===== config.mk =====
export PLATFORM = sky130hd
export DESIGN_NAME = hazard_ctrl_flat
export DESIGN_NICKNAME = d
export VERILOG_FILES = /design/src/rtl/hazard_ctrl_pkg.sv /design/src/rtl/hazard_ctrl_if.sv /design/src/rtl/hazard_ctrl_sat_counter.sv /design/src/rtl/hazard_ctrl.sv /design/src/flat_wrapper.sv
export SDC_FILE = /design/constraint.sdc
export NUM_CORES = 1
export LEC_CHECK = 0
export BUFFER_PORTS_ARGS = -buffer_cell sky130_fd_sc_hd__clkbuf_2
export CAP_MARGIN = 20
export CORE_UTILIZATION = 50
export CTS_BUF_LIST = sky130_fd_sc_hd__clkbuf_8
export DETAILED_ROUTE_END_ITERATION = 16
export GPL_ROUTABILITY_DRIVEN = 0
export HOLD_SLACK_MARGIN = 0.12
export PLACE_DENSITY = 0.85
export SYNTH_ARGS = -nofsm -noshare
export SYNTH_HDL_FRONTEND = slang
export SYNTH_SLANG_ARGS = --single-unit

===== constraint.sdc =====
create_clock -name clock -period 2.3 [get_ports clock]
set_clock_uncertainty 0.1 [all_clocks]
set_input_delay 0.46 -clock clock [delete_from_list [all_inputs] [get_ports clock]]
set_output_delay 0.46 -clock clock [all_outputs]
set_load 0.02 [all_outputs]

===== src/rtl/hazard_ctrl_pkg.sv =====
// Shared definitions for the MIPS pipeline hazard controller.
package hazard_ctrl_pkg;

    // MIPS register index width
    localparam int REG_W        = 5;

    // Default counter width and memory-wait timeout threshold
    localparam int DEF_CNT_W    = 16;
    localparam int DEF_MAX_WAIT = 64;

    // Controller state: running, or frozen waiting on data memory
    typedef enum logic {
        RUN      = 1'b0,
        MEM_WAIT = 1'b1
    } state_e;

endpackage


===== src/rtl/hazard_ctrl_if.sv =====
// Bundle of pipeline status inputs and register-control outputs of hazard_ctrl.
interface hazard_ctrl_if
    import hazard_ctrl_pkg::*;
#(
    parameter int CNT_W = DEF_CNT_W
) ();

    logic [REG_W-1:0] id_rs;
    logic [REG_W-1:0] id_rt;
    logic             id_uses_rt;
    logic             id_jump;
    logic             ex_memread;
    logic [REG_W-1:0] ex_rd;
    logic             ex_branch_taken;
    logic             mem_req;
    logic             mem_ready;

    logic             pc_en;
    logic             ifid_en;
    logic             ifid_flush;
    logic             idex_en;
    logic             idex_flush;
    logic             exmem_en;
    logic             memwb_en;
    logic             timeout;
    logic [CNT_W-1:0] stall_cnt;
    logic [CNT_W-1:0] flush_cnt;

    // Datapath side: supplies pipeline status, receives enables/flushes
    modport master (
        output id_rs, id_rt, id_uses_rt, id_jump, ex_memread, ex_rd,
               ex_branch_taken, mem_req, mem_ready,
        input  pc_en, ifid_en, ifid_flush, idex_en, idex_flush, exmem_en,
               memwb_en, timeout, stall_cnt, flush_cnt
    );

    // Controller side
    modport slave (
        input  id_rs, id_rt, id_uses_rt, id_jump, ex_memread, ex_rd,
               ex_branch_taken, mem_req, mem_ready,
        output pc_en, ifid_en, ifid_flush, idex_en, idex_flush, exmem_en,
               memwb_en, timeout, stall_cnt, flush_cnt
    );

endinterface


===== src/rtl/hazard_ctrl_sat_counter.sv =====
// Saturating up-counter with synchronous clear and asynchronous reset.
module sat_counter #(
    parameter int           W   = 16,
    parameter logic [W-1:0] MAX = '1
) (
    input  logic         clk_i,
    input  logic         rst_i,
    input  logic         clr_i,
    input  logic         inc_i,
    output logic [W-1:0] cnt_o
);

    logic [W-1:0] cnt_q;
    logic [W-1:0] cnt_d;

    // Next count: clear wins, otherwise step up until MAX and hold there
    always_comb begin
        cnt_d = cnt_q;
        if (clr_i) begin
            cnt_d = '0;
        end else if (inc_i && (cnt_q < MAX)) begin
            cnt_d = cnt_q + 1'b1;
        end
    end

    // Count register
    always_ff @(posedge clk_i or posedge rst_i) begin
        if (rst_i) begin
            cnt_q <= '0;
        end else begin
            cnt_q <= cnt_d;
        end
    end

    assign cnt_o = cnt_q;

endmodule


===== src/rtl/hazard_ctrl.sv =====
// Pipeline sequencing controller for the 5-stage MIPS datapath: load-use
// stalls, branch/jump redirects, data-memory freeze with sticky timeout.
module hazard_ctrl
    import hazard_ctrl_pkg::*;
#(
    parameter int CNT_W    = DEF_CNT_W,
    parameter int MAX_WAIT = DEF_MAX_WAIT
) (
    input  logic          clock,
    input  logic          reset,
    hazard_ctrl_if.slave  bus
);

    localparam int                WAIT_W   = $clog2(MAX_WAIT + 1);
    localparam logic [WAIT_W-1:0] WAIT_MAX = WAIT_W'(MAX_WAIT);

    state_e            state_q;
    state_e            state_d;
    logic              timeout_q;
    logic              timeout_d;
    logic [WAIT_W-1:0] wait_cnt;

    logic freeze;
    logic load_use;
    logic stall_inc;
    logic flush_inc;
    logic wait_clr;
    logic pc_en_c, ifid_en_c, ifid_flush_c, idex_en_c, idex_flush_c;
    logic exmem_en_c, memwb_en_c;

    assign freeze   = bus.mem_req & ~bus.mem_ready;
    assign load_use = bus.ex_memread && (bus.ex_rd != '0) &&
                      ((bus.ex_rd == bus.id_rs) ||
                       (bus.id_uses_rt && (bus.ex_rd == bus.id_rt)));

    // State transition plus Mealy enable/flush decode in priority order
    always_comb begin
        state_d      = state_q;
        wait_clr     = 1'b0;
        stall_inc    = 1'b0;
        flush_inc    = 1'b0;
        pc_en_c      = 1'b1;
        ifid_en_c    = 1'b1;
        ifid_flush_c = 1'b0;
        idex_en_c    = 1'b1;
        idex_flush_c = 1'b0;
        exmem_en_c   = 1'b1;
        memwb_en_c   = 1'b1;

        if (state_q == RUN) begin
            if (freeze) state_d = MEM_WAIT;
        end else begin
            if (!freeze) begin
                state_d  = RUN;
                wait_clr = 1'b1;
            end
        end

        if (freeze) begin
            // Hold every stage; ID/EX contents stay valid for re-evaluation
            pc_en_c    = 1'b0;
            ifid_en_c  = 1'b0;
            idex_en_c  = 1'b0;
            exmem_en_c = 1'b0;
            memwb_en_c = 1'b0;
            stall_inc  = 1'b1;
        end else if (bus.ex_branch_taken) begin
            // Squash both younger instructions, including any load-use/jump in ID
            ifid_flush_c = 1'b1;
            idex_flush_c = 1'b1;
            flush_inc    = 1'b1;
        end else if (load_use) begin
            // Hold PC and ID, insert a bubble into EX; a jump in ID waits a cycle
            pc_en_c      = 1'b0;
            ifid_en_c    = 1'b0;
            idex_flush_c = 1'b1;
            stall_inc    = 1'b1;
        end else if (bus.id_jump) begin
            ifid_flush_c = 1'b1;
            flush_inc    = 1'b1;
        end

        if (reset) begin
            pc_en_c      = 1'b0;
            ifid_en_c    = 1'b0;
            ifid_flush_c = 1'b0;
            idex_en_c    = 1'b0;
            idex_flush_c = 1'b0;
            exmem_en_c   = 1'b0;
            memwb_en_c   = 1'b0;
        end
    end

    // Timeout latches once the current freeze brings the wait count to MAX_WAIT
    always_comb begin
        timeout_d = timeout_q | (freeze && (wait_cnt >= (WAIT_MAX - 1'b1)));
    end

    // State and sticky timeout registers
    always_ff @(posedge clock or posedge reset) begin
        if (reset) begin
            state_q   <= RUN;
            timeout_q <= 1'b0;
        end else begin
            state_q   <= state_d;
            timeout_q <= timeout_d;
        end
    end

    sat_counter #(.W(CNT_W)) u_stall_cnt (
        .clk_i (clock),
        .rst_i (reset),
        .clr_i (1'b0),
        .inc_i (stall_inc),
        .cnt_o (bus.stall_cnt)
    );

    sat_counter #(.W(CNT_W)) u_flush_cnt (
        .clk_i (clock),
        .rst_i (reset),
        .clr_i (1'b0),
        .inc_i (flush_inc),
        .cnt_o (bus.flush_cnt)
    );

    // Consecutive freeze cycles; 0 in RUN, first freeze cycle brings it to 1
    sat_counter #(.W(WAIT_W), .MAX(WAIT_MAX)) u_wait_cnt (
        .clk_i (clock),
        .rst_i (reset),
        .clr_i (wait_clr),
        .inc_i (freeze),
        .cnt_o (wait_cnt)
    );

    assign bus.pc_en      = pc_en_c;
    assign bus.ifid_en    = ifid_en_c;
    assign bus.ifid_flush = ifid_flush_c;
    assign bus.idex_en    = idex_en_c;
    assign bus.idex_flush = idex_flush_c;
    assign bus.exmem_en   = exmem_en_c;
    assign bus.memwb_en   = memwb_en_c;
    assign bus.timeout    = timeout_q;

endmodule


===== src/flat_wrapper.sv =====
// flat-port wrapper written by rule: the top's interface ports become plain ports
module hazard_ctrl_flat import hazard_ctrl_pkg::*;
#(
    parameter int CNT_W    = DEF_CNT_W,
    parameter int MAX_WAIT = DEF_MAX_WAIT
)
  (clock, reset, bus_id_rs, bus_id_rt, bus_id_uses_rt, bus_id_jump, bus_ex_memread, bus_ex_rd, bus_ex_branch_taken, bus_mem_req, bus_mem_ready, bus_pc_en, bus_ifid_en, bus_ifid_flush, bus_idex_en, bus_idex_flush, bus_exmem_en, bus_memwb_en, bus_timeout, bus_stall_cnt, bus_flush_cnt);
  hazard_ctrl_if #(.CNT_W(CNT_W)) bus_i ();
  input  logic clock;
  input  logic reset;
  input wire logic [$bits(bus_i.id_rs)-1:0] bus_id_rs;
  input wire logic [$bits(bus_i.id_rt)-1:0] bus_id_rt;
  input wire logic [$bits(bus_i.id_uses_rt)-1:0] bus_id_uses_rt;
  input wire logic [$bits(bus_i.id_jump)-1:0] bus_id_jump;
  input wire logic [$bits(bus_i.ex_memread)-1:0] bus_ex_memread;
  input wire logic [$bits(bus_i.ex_rd)-1:0] bus_ex_rd;
  input wire logic [$bits(bus_i.ex_branch_taken)-1:0] bus_ex_branch_taken;
  input wire logic [$bits(bus_i.mem_req)-1:0] bus_mem_req;
  input wire logic [$bits(bus_i.mem_ready)-1:0] bus_mem_ready;
  output wire logic [$bits(bus_i.pc_en)-1:0] bus_pc_en;
  output wire logic [$bits(bus_i.ifid_en)-1:0] bus_ifid_en;
  output wire logic [$bits(bus_i.ifid_flush)-1:0] bus_ifid_flush;
  output wire logic [$bits(bus_i.idex_en)-1:0] bus_idex_en;
  output wire logic [$bits(bus_i.idex_flush)-1:0] bus_idex_flush;
  output wire logic [$bits(bus_i.exmem_en)-1:0] bus_exmem_en;
  output wire logic [$bits(bus_i.memwb_en)-1:0] bus_memwb_en;
  output wire logic [$bits(bus_i.timeout)-1:0] bus_timeout;
  output wire logic [$bits(bus_i.stall_cnt)-1:0] bus_stall_cnt;
  output wire logic [$bits(bus_i.flush_cnt)-1:0] bus_flush_cnt;
  assign bus_i.id_rs = bus_id_rs;
  assign bus_i.id_rt = bus_id_rt;
  assign bus_i.id_uses_rt = bus_id_uses_rt;
  assign bus_i.id_jump = bus_id_jump;
  assign bus_i.ex_memread = bus_ex_memread;
  assign bus_i.ex_rd = bus_ex_rd;
  assign bus_i.ex_branch_taken = bus_ex_branch_taken;
  assign bus_i.mem_req = bus_mem_req;
  assign bus_i.mem_ready = bus_mem_ready;
  assign bus_pc_en = bus_i.pc_en;
  assign bus_ifid_en = bus_i.ifid_en;
  assign bus_ifid_flush = bus_i.ifid_flush;
  assign bus_idex_en = bus_i.idex_en;
  assign bus_idex_flush = bus_i.idex_flush;
  assign bus_exmem_en = bus_i.exmem_en;
  assign bus_memwb_en = bus_i.memwb_en;
  assign bus_timeout = bus_i.timeout;
  assign bus_stall_cnt = bus_i.stall_cnt;
  assign bus_flush_cnt = bus_i.flush_cnt;
  hazard_ctrl #(.CNT_W(CNT_W), .MAX_WAIT(MAX_WAIT)) u_core (.clock(clock), .reset(reset), .bus(bus_i));
endmodule

==> results.cfg, run 1 <==
[sta]
rsz0062_at_grt = true
maxSlewViolCount = 0
setup_violations = 1
slew_headroom = 0.640
fin_ws_ns = -0.00999
tns_ns = -0.00999
hold_viol_final = 0
fin_crit_sh = 1.00
max_freq_mhz = 433
fin_crit_ns = 2.31
worst_slew_pin_slew_ns = 0.539

[clock_network]
cts_sinks = 41
clk_latency_ns = 0.29
cts_tree = built
clock_path_buffers = 2
cts.clk_slew.worst_paths_ns = 0.08
hold_buffers = 0
root_buffer = clkbuf_8
cts_max_level = 2
cts_buffers = 5

[grt]
grt_pass1_vias = 1717
grt_start_max_net_pins = 30
antenna_found_initial = 0
grt_first_pass_wirelength_um = 7580
grt_usage = 0.220
gr-total-overflow = 0

[logic_synthesis]
synth_area_per_cell_um2 = 10.5
syn_inst = 211
yosysSeqAreaShare = 0.461
synth_edf_count = 0
synth_ff_type = dfrtp_1
synth_area_um2 = 2230
async_flop_share = 1.00
synth_seq_cells = 41
syn_nets = 237
ys_types = 43
synth-warning-count = 0

[die]
die_h_um = 68.7
rows = 23
io_pins = 63
die_area_um2 = 4720
core-area_um2 = 4140
initial_core_util = 0.537
die_w_um = 68.7

[worst_setup_path]
crit_path_max_fanout = 3
cp.arrival_ns = 1.75
cp-end-kind = output pin
cp.required_ns = 1.74
startpoint_type = primary input
path_delay_family = simple AND/OR/NAND/NOR gates
crit_buf_inv = 2
slowest_stage = or4_4
cp_cell_sequence = clkbuf_2, or4_4, o211ai_4, nor2_2, nor3_4, clkbuf_8
path_class = in -> out
cp_slowest_stage_delay_ns = 0.54

[cells_and_area]
mostFrequentLayoutCell = clkbuf_2
diodes = 0
area_delta_synth_final_pct = 28.4
mostFrequentLayoutCells = clkbuf_2, dfrtp_1, xor2_1
fin_util = 0.690
final_nets = 315
n_fill_cell = 323
drive_gt1_frac = 0.369

[power]
pwr-share-seq = 0.428
p_int_w = 0.00158
cellLeakagePower_nw = 1.37
p_sw_frac = 0.345
p_switching_w = 0.000833
p_clk_frac = 0.283
p_per_area_nw_per_um2 = 845
ir_drop_uv = 681
power.total_w = 0.00241
comb_power_share = 0.289

[route]
viasPerCell = 5.41
dr.first_iter.drc_count = 96
wl_um = 4840
drc = 0
wl_per_cell_um = 14.2
dr.pass1.iters = 4
vias = 1840
ant_nets = 0

[outcome]
failed_checks = negative setup slack
run_status = finished with violations

[placement]
dpl.hpwl_um = 3560
portBuffers = 62

[worst_hold_path]
hp-class = in -> async

[run]
drv_cap = 0
worst paths after layout:
kind | start | end | slack [ns] | cells past startpoint
max | bus_ex_rd[3] | bus_pc_en | -0.01 | 6
min reg2reg | u_core.u_wait_cnt.cnt_o[4] | u_core.u_wait_cnt.cnt_o[4] | 0.39 | 1
min in group clock | u_core.u_wait_cnt.cnt_o[4] | u_core.u_wait_cnt.cnt_o[4] | 0.39 | 1
max in group asynchronous | reset | u_core.u_stall_cnt.cnt_o[10] | 1.41 | 3
min | reset | u_core.u_stall_cnt.cnt_o[5] | 0.15 | 2
max reg2reg | u_core.u_flush_cnt.cnt_o[0] | u_core.u_flush_cnt.cnt_o[1] | 0.19 | 6
power groups by stage:
stage | Clock, W | Combinational, W | Sequential [W]
2_1_floorplan | 0 | 0.000297 | 0.00119
3_3_place_gp | 0 | 0.000668 | 0.00104
3_5_place_dp | 0 | 0.000692 | 0.00105
4_1_cts | 0.000693 | 0.000701 | 0.00104
5_1_grt | 0.000716 | 0.000754 | 0.00106
6_report | 0.000683 | 0.000697 | 0.00103
state kept, by name (all words and copies together), names as in the netlist:
register	cells
u_core.bus.timeout	1
u_core.u_flush_cnt.cnt_o	16
u_core.u_wait_cnt.cnt_o	7
u_core.u_stall_cnt.cnt_o	16
u_core.state_q	1
layout make-up:
type	count	area, um^2	share of cell area
clock inverters	3	65.1	0.0228
inverters	6	22.5	0.00788
well taps	50	62.6	0.0219
clock buffers	5	68.8	0.0241
multi-input cells	158	1160	0.407
repair buffers	77	450	0.158
flip-flops and latches	41	1030	0.359
logic make-up (layout without fill, tap and decap cells):
family                   after synthesis  after routing  share of synthesized area
AND/OR/NAND/NOR                       82             82                      0.225
multiplexers                           4              4                     0.0197
adder cells (fa/ha/maj)                3              3                     0.0169
AO/OA/AOI/OAI                         30             30                     0.0928
flip-flops                            41             41                      0.461
buffers and inverters                 12             91                     0.0309
XOR/XNOR                              39             39                      0.153
layer usage:
layer | vias to the layer above | GRT usage | share of wire
li1 | 896 | - | -
met1 | 896 | 0.260 | 0.44
met4 | 0 | 0.0740 | 0.014
met5 | - | 0 | 0
met3 | 8 | 0.0576 | 0.043
met2 | 40 | 0.385 | 0.51
what timing repair did:
action                     in CTS  in global routing
gates resized for setup         4                  5
pin swaps                       1                  0
setup buffers                   1                  1
setup endpoints to repair       4                 10
gates cloned                    0                  0
stage by stage:
stage	hold WS, ns	cells	area, um^2	setup WS (ns)
floorplan	0.319	211	2240	-0.00221
global placement	0.327	330	2680	-0.0311
detailed placement	0.337	330	2680	-0.0471
CTS	0.162	339	2840	-0.0246
global route	0.203	340	2860	-0.0495
finish	0.147	340	2860	-0.00999
synthesized netlist by cell type, types with 2 or more instances:
| cell type | number | area (um^2) |
|---|---|---|
| dfrtp_1 | 41 | 1030 |
| xor2_1 | 24 | 210 |
| nor2_1 | 19 | 71.3 |
| xnor2_1 | 15 | 131 |
| nand2_1 | 14 | 52.6 |
| nand4_1 | 11 | 68.8 |
| nand3_1 | 10 | 50.1 |
| o21ai_0 | 10 | 50.1 |
| nor3_1 | 7 | 35.0 |
| a21oi_1 | 5 | 25.0 |
| inv_1 | 5 | 18.8 |
| buf_4 | 4 | 30.0 |
| a21o_1 | 3 | 22.5 |
| and3_1 | 3 | 18.8 |
| ha_1 | 3 | 37.5 |
| mux2_2 | 3 | 33.8 |
| nor4_2 | 3 | 37.5 |
| and2_1 | 2 | 12.5 |
| nor3b_1 | 2 | 15.0 |
| nor4b_2 | 2 | 30.0 |
| o21ai_2 | 2 | 17.5 |
| o41ai_1 | 2 | 17.5 |
(Power assumes the default switching activity.)
==> run 2, diff against run 1 <==
Settings changed: CAP_MARGIN 20 to unset, PLACE_DENSITY 0.85 to 0.84, SYNTH_HIERARCHICAL set to 1.
==> run 2 against run 1 <==
  * The flow still finishes with violations (negative setup slack)
  * Clock power is 33% lower
  * First-iteration DRC count is 58% higher
  * Synthesized cell count is 27% higher
  * Hold slack better by 0.11 ns
  * Clock-buffer cell count stayed put
  * Worst setup slack worse by 0.26 ns
  * Sequential cell count stayed put
  * Via count is 36% higher
  * Cell count is 22% higher
  * Utilization is 3.4 points higher
  * Critical endpoint is now u_core/u_stall_cnt/cnt_o[12]
  * Wire length is 31% higher
  * Total power is 40% lower
  * Largest cell class unchanged
==> results.cfg, run 2 <==
[grt]
grt_usage = 0.250
grt_start_max_net_pins = 18
grt_first_pass_wirelength_um = 10300
grt_pass1_vias = 2334
gr-total-overflow = 0
antenna_found_initial = 0

[clock_network]
clk_latency_ns = 0.29
cts_buffers = 5
cts_tree = built
root_buffer = clkbuf_8
cts_max_level = 2
cts.clk_slew.worst_paths_ns = 0.08
cts_sinks = 41
clock_path_buffers = 2

[logic_synthesis]
async_flop_share = 1.00
synth_seq_cells = 41
synth_area_per_cell_um2 = 9.10
ys_top_cells_by_count = dfrtp_1, a21oi_1, o21ai_0
ys_types = 44
synth_top_area_frac = 0.421
synth_area_um2 = 2440
synth_edf_count = 0
syn_inst = 268
yosysMostFrequentCell = dfrtp_1
synth_top_cell_by_area = dfrtp_1
synth_area_leaders = dfrtp_1, a21oi_1, o21ai_0, or4_1, xor2_1
synth_ff_type = dfrtp_1
yosysSeqAreaShare = 0.421
synth-warning-count = 6

[worst_setup_path]
cp-end-kind = flop
cp.arrival_ns = 2.65
cp_slowest_stage_delay_ns = 0.44
slowest_stage = or4_4
reg2reg_from = u_core/u_stall_cnt/cnt_o[0]
startpoint_type = primary input
r2r_cells = 5
path_class = in -> reg
cp_cell_sequence = buf_6, xor2_1, nor4_2, a32oi_2, nor3_4, or2_4, inv_2, or4_4, a311oi_2, mux2_4
cp.required_ns = 2.38
crit_path_max_fanout = 3
crit_path_start = bus_id_rt[0]

[die]
die_h_um = 71.8
die_w_um = 71.8
io_pins = 63
core-area_um2 = 4690
rows = 25
initial_core_util = 0.520
die_area_um2 = 5160

[route]
vias = 2499
ant_nets = 0
drc = 0
wl_met2_um = 3290
dr.first_iter.drc_count = 152
top_layer_used = met4
dr.pass1.iters = 4
met3_length_um = 350
wl_per_cell_um = 15.3
wl_um = 6340
drt-met1-wl_um = 2630
viasPerCell = 6.04

[power]
p_sw_frac = 0.277
p_switching_w = 0.000401
p_int_w = 0.00105
cellLeakagePower_nw = 1.50
ir_drop_uv = 275
comb_power_share = 0.152
pwr-share-seq = 0.529
p_clk_frac = 0.319
p_per_area_nw_per_um2 = 426

[outcome]
failed_checks = negative setup slack
run_status = finished with violations

[sta]
hold_viol_final = 0
slew_headroom = 0.573
fin_crit_sh = 1.12
max_freq_mhz = 389
rsz0062_at_grt = true
tns_ns = -3.15
worst_slew_pin_slew_ns = 0.639
fin_ws_ns = -0.268
fin_crit_ns = 2.57
maxSlewViolCount = 0
setup_violations = 25

[cells_and_area]
fin_util = 0.724
drive_gt1_frac = 0.444
final_nets = 385
mostFrequentLayoutCell = clkbuf_2
mostFrequentLayoutCells = clkbuf_2, dfrtp_1, buf_4
area_delta_synth_final_pct = 39.3
diodes = 0

[run]
drv_cap = 0

[placement]
dpl.hpwl_um = 4240
place_ws_ns = -0.622
portBuffers = 62

[worst_hold_path]
hp-class = in -> async
## run 2: layout make-up
cell class / instances / area (um^2)
multi-input combinational: 208 / 1570
timing repair buffer: 93 / 613
clock buffer: 5 / 68.8
clock inverter: 3 / 13.8
tap: 54 / 67.6
sequential: 41 / 1030
fill: 348 / 1290
inverter: 10 / 37.5
## run 2: final timing paths
kind / end / slack, ns
worst max-delay path: u_core/u_stall_cnt/cnt_o[12] / -0.27
worst min-delay path: u_core/u_stall_cnt/cnt_o[2] / 0.25
worst max register to register: u_core/u_stall_cnt/cnt_o[12] / 0.12
worst min register to register: u_core/bus.timeout / 0.38
max in group asynchronous: u_core/u_wait_cnt/cnt_o[1] / 1.17
min in group clock: u_core/bus.timeout / 0.38
## run 2: worst max-delay path: cells and delay by family
kind	cells	cell delay (ns)
AO/OA/AOI/OAI	2	0.44
XOR/XNOR	1	0.16
buffers and inverters	2	0.13
multiplexers	1	0.33
AND/OR/NAND/NOR	4	1.13
## run 2: timing repair
action / CTS / global route
endpoints found under the setup margin: 25 / 28
endpoints found under the hold margin: 9 / 0
gates resized for setup: 18 / 35
pin swaps: 3 / 14
hold buffers: 1 / 0
buffers inserted: 8 / 1
## run 2: power by group through the flow
stage,clock network [W],logic (W),registers [W]
2_1_floorplan,0,0.000114,0.000782
3_3_place_gp,0,0.000181,0.000779
3_5_place_dp,0,0.000187,0.000780
4_1_cts,0.000473,0.000205,0.000766
5_1_grt,0.000501,0.000242,0.000771
6_report,0.000461,0.000219,0.000766
## run 2: per-layer routing
layer | GRT usage | vias up
li1 | - | 1184
met1 | 0.305 | 1211
met2 | 0.447 | 98
met3 | 0.0506 | 6
met4 | 0.0719 | 0
met5 | 0 | -
## run 2: cell families (layout without fill, tap and decap cells)
| kind of cell | after synthesis | after routing | share of synthesized area |
|---|---|---|---|
| other | 1 | 2 | 0.00154 |
| xor gates and xnor gates | 12 | 12 | 0.0431 |
| adders and majority gates | 3 | 3 | 0.0154 |
| buffers and inverters | 20 | 111 | 0.0364 |
| DFF | 41 | 41 | 0.421 |
| and+or+nand+nor | 121 | 121 | 0.308 |
| AOI/OAI and AO/OA | 66 | 66 | 0.157 |
| muxes | 4 | 4 | 0.0174 |
## run 2: stage by stage
| stage | area (um^2) | hold WS, ns | power (W) | std cells |
|---|---|---|---|---|
| after detailed placement | 3020 | 0.293 | 0.000968 | 396 |
| after global placement | 3020 | 0.289 | 0.000961 | 396 |
| final | 3400 | 0.254 | 0.00145 | 414 |
| after floorplan | 2530 | 0.101 | 0.000896 | 269 |
| after CTS | 3250 | 0.250 | 0.00144 | 413 |
| after global routing | 3400 | 0.314 | 0.00151 | 414 |
==> run 3, diff against run 2 <==
Settings changed: CORE_UTILIZATION 50 to 30, PLACE_DENSITY 0.84 to 0.58.
==> run 3 against run 2 <==
  * The flow still finishes with violations (negative setup slack)
  * Sequential share of layout area is 1.0 points lower
  * Cell count up 11%
  * Critical path depth fell by 1
  * Clock-buffer cell count did not move
  * Maximum frequency fell by 1.1%
  * Wire length rose by 5.7%
  * Global-route usage shrank 8.9 points
  * Largest power group unchanged
  * Sequential cell count did not move
  * Design area increased by 3.4%
==> results.cfg, run 3 (same netlist as run 2, synthesis figures left out) <==
[outcome]
run_status = finished with violations
failed_checks = negative setup slack

[worst_setup_path]
r2r_cells = 5
crit_path_start = bus_ex_rd[1]
cp_cell_sequence = buf_6, or4_4, o21ai_4, nor3_4, nor3_2, inv_1, or4_4, or4_1, and3b_1
crit_path_max_fanout = 3
cp_slowest_stage_delay_ns = 0.54
cp-end-kind = flop
slowest_stage = or4_4
critical_path_depth = 9
crit_buf_inv = 2
startpoint_type = primary input
cp.required_ns = 2.38
critPathMostFrequentCell = or4_4
reg2reg_from = u_core/u_stall_cnt/cnt_o[0]
path_class = in -> reg
path_delay_family = simple AND/OR/NAND/NOR gates
cp.arrival_ns = 2.68

[clock_network]
cts_buffers = 5
cts_tree = built
cts_max_level = 2
clock_path_buffers = 2
clk_latency_ns = 0.30
root_buffer = clkbuf_8
cts.clk_slew.worst_paths_ns = 0.09
cts_sinks = 41

[cells_and_area]
fin_util = 0.450
drive_gt1_frac = 0.457
final_cells = 461
final_nets = 384
mostFrequentLayoutCells = clkbuf_2, dfrtp_1, buf_4
mostFrequentLayoutCell = clkbuf_2
diodes = 0
final_area_um2 = 3510
area_delta_synth_final_pct = 44.1

[power]
cellLeakagePower_nw = 1.52
power.total_w = 0.00147
p_per_area_nw_per_um2 = 420
ir_drop_uv = 211

[grt]
grt_start_max_net_pins = 18
gr-total-overflow = 0
grt_usage = 0.161
antenna_found_initial = 0
grt_pass1_vias = 2389
grt_first_pass_wirelength_um = 11100

[route]
viasPerCell = 5.38
vias = 2478
wl_per_cell_um = 14.5
wl_met2_um = 3380
drc = 0
met3_length_um = 290
drt-met1-wl_um = 2910
dr.first_iter.drc_count = 105
ant_nets = 0
top_layer_used = met4
dr.pass1.iters = 4
wl_um = 6700

[die]
die_area_um2 = 8490
io_pins = 63
die_w_um = 92.2
initial_core_util = 0.312
rows = 32
die_h_um = 92.2
core-area_um2 = 7810

[sta]
fin_ws_ns = -0.297
fin_crit_sh = 1.13
hold_viol_final = 0
maxSlewViolCount = 0
worst_slew_pin_slew_ns = 0.644
setup_violations = 26
rsz0062_at_grt = true
slew_headroom = 0.570
whs_ns = 0.260
fin_crit_ns = 2.60
max_freq_mhz = 385

[placement]
dpl.hpwl_um = 4570
dpl_cell_area_um2 = 3080
dp_cells = 444
portBuffers = 62

[worst_hold_path]
hp-class = in -> async

[run]
drv_cap = 0
==> run 3: changes by cell type in the layout (fill, tap and decap cells not counted), sizes merged <==
cell	before	now
buf	35	33
clkbuf	62	63
clkinvlp	0	1
inv	11	10
==> run 3: layer usage <==
layer	track usage	vias up
li1	-	1176
met4	0.0599	0
met1	0.196	1231
met2	0.279	61
met5	0	-
met3	0.0315	10
==> run 3: worst paths after layout <==
kind | end | slack, ns
max | u_core/u_flush_cnt/cnt_o[14] | -0.30
min | u_core/u_stall_cnt/cnt_o[0] | 0.26
max reg2reg | u_core/u_stall_cnt/cnt_o[14] | 0.10
min reg2reg | u_core/bus.timeout | 0.38
max in group asynchronous | u_core/u_wait_cnt/cnt_o[2] | 1.16
min in group clock | u_core/bus.timeout | 0.38
==> run 3: final cells by class <==
class | count | area (um^2)
Clock buffer | 5 | 68.8
Sequential cell | 41 | 1030
Inverter | 10 | 37.5
Clock inverter | 3 | 17.5
Tap cell | 102 | 128
Fill cell | 778 | 4290
Timing Repair Buffer | 92 | 628
Multi-Input combinational cell | 208 | 1610
==> run 3: worst register-to-register path: cells and delay by family (launching register included) <==
family / cells / cell delay (ns)
fa+ha+maj: 1 / 0.23
flops: 1 / 0.43
simple gates: 4 / 1.33
==> run 3: where the power goes <==
group / internal (W) / switching, W
clock: 0.000210 / 0.000262
combinational: 0.000107 / 0.000130
sequential: 0.000742 / 0.0000233
==> run 3: what timing repair did <==
| action | CTS | global route |
|---|---|---|
| setup buffers | 7 | 4 |
| resized for setup | 22 | 45 |
| hold buffers | 1 | 0 |
| hold endpoints to repair | 9 | 0 |
| pin swaps | 10 | 16 |
| endpoints found under the setup margin | 24 | 32 |
==> run 3: stage by stage <==
stage | TNS [ns] | worst slack [ns]
2_1_floorplan | -5.01 | -0.457
3_3_place_gp | -11.69 | -0.554
3_5_place_dp | -12.69 | -0.601
4_1_cts | -3.76 | -0.264
5_1_grt | -7.27 | -0.380
6_report | -4.60 | -0.297
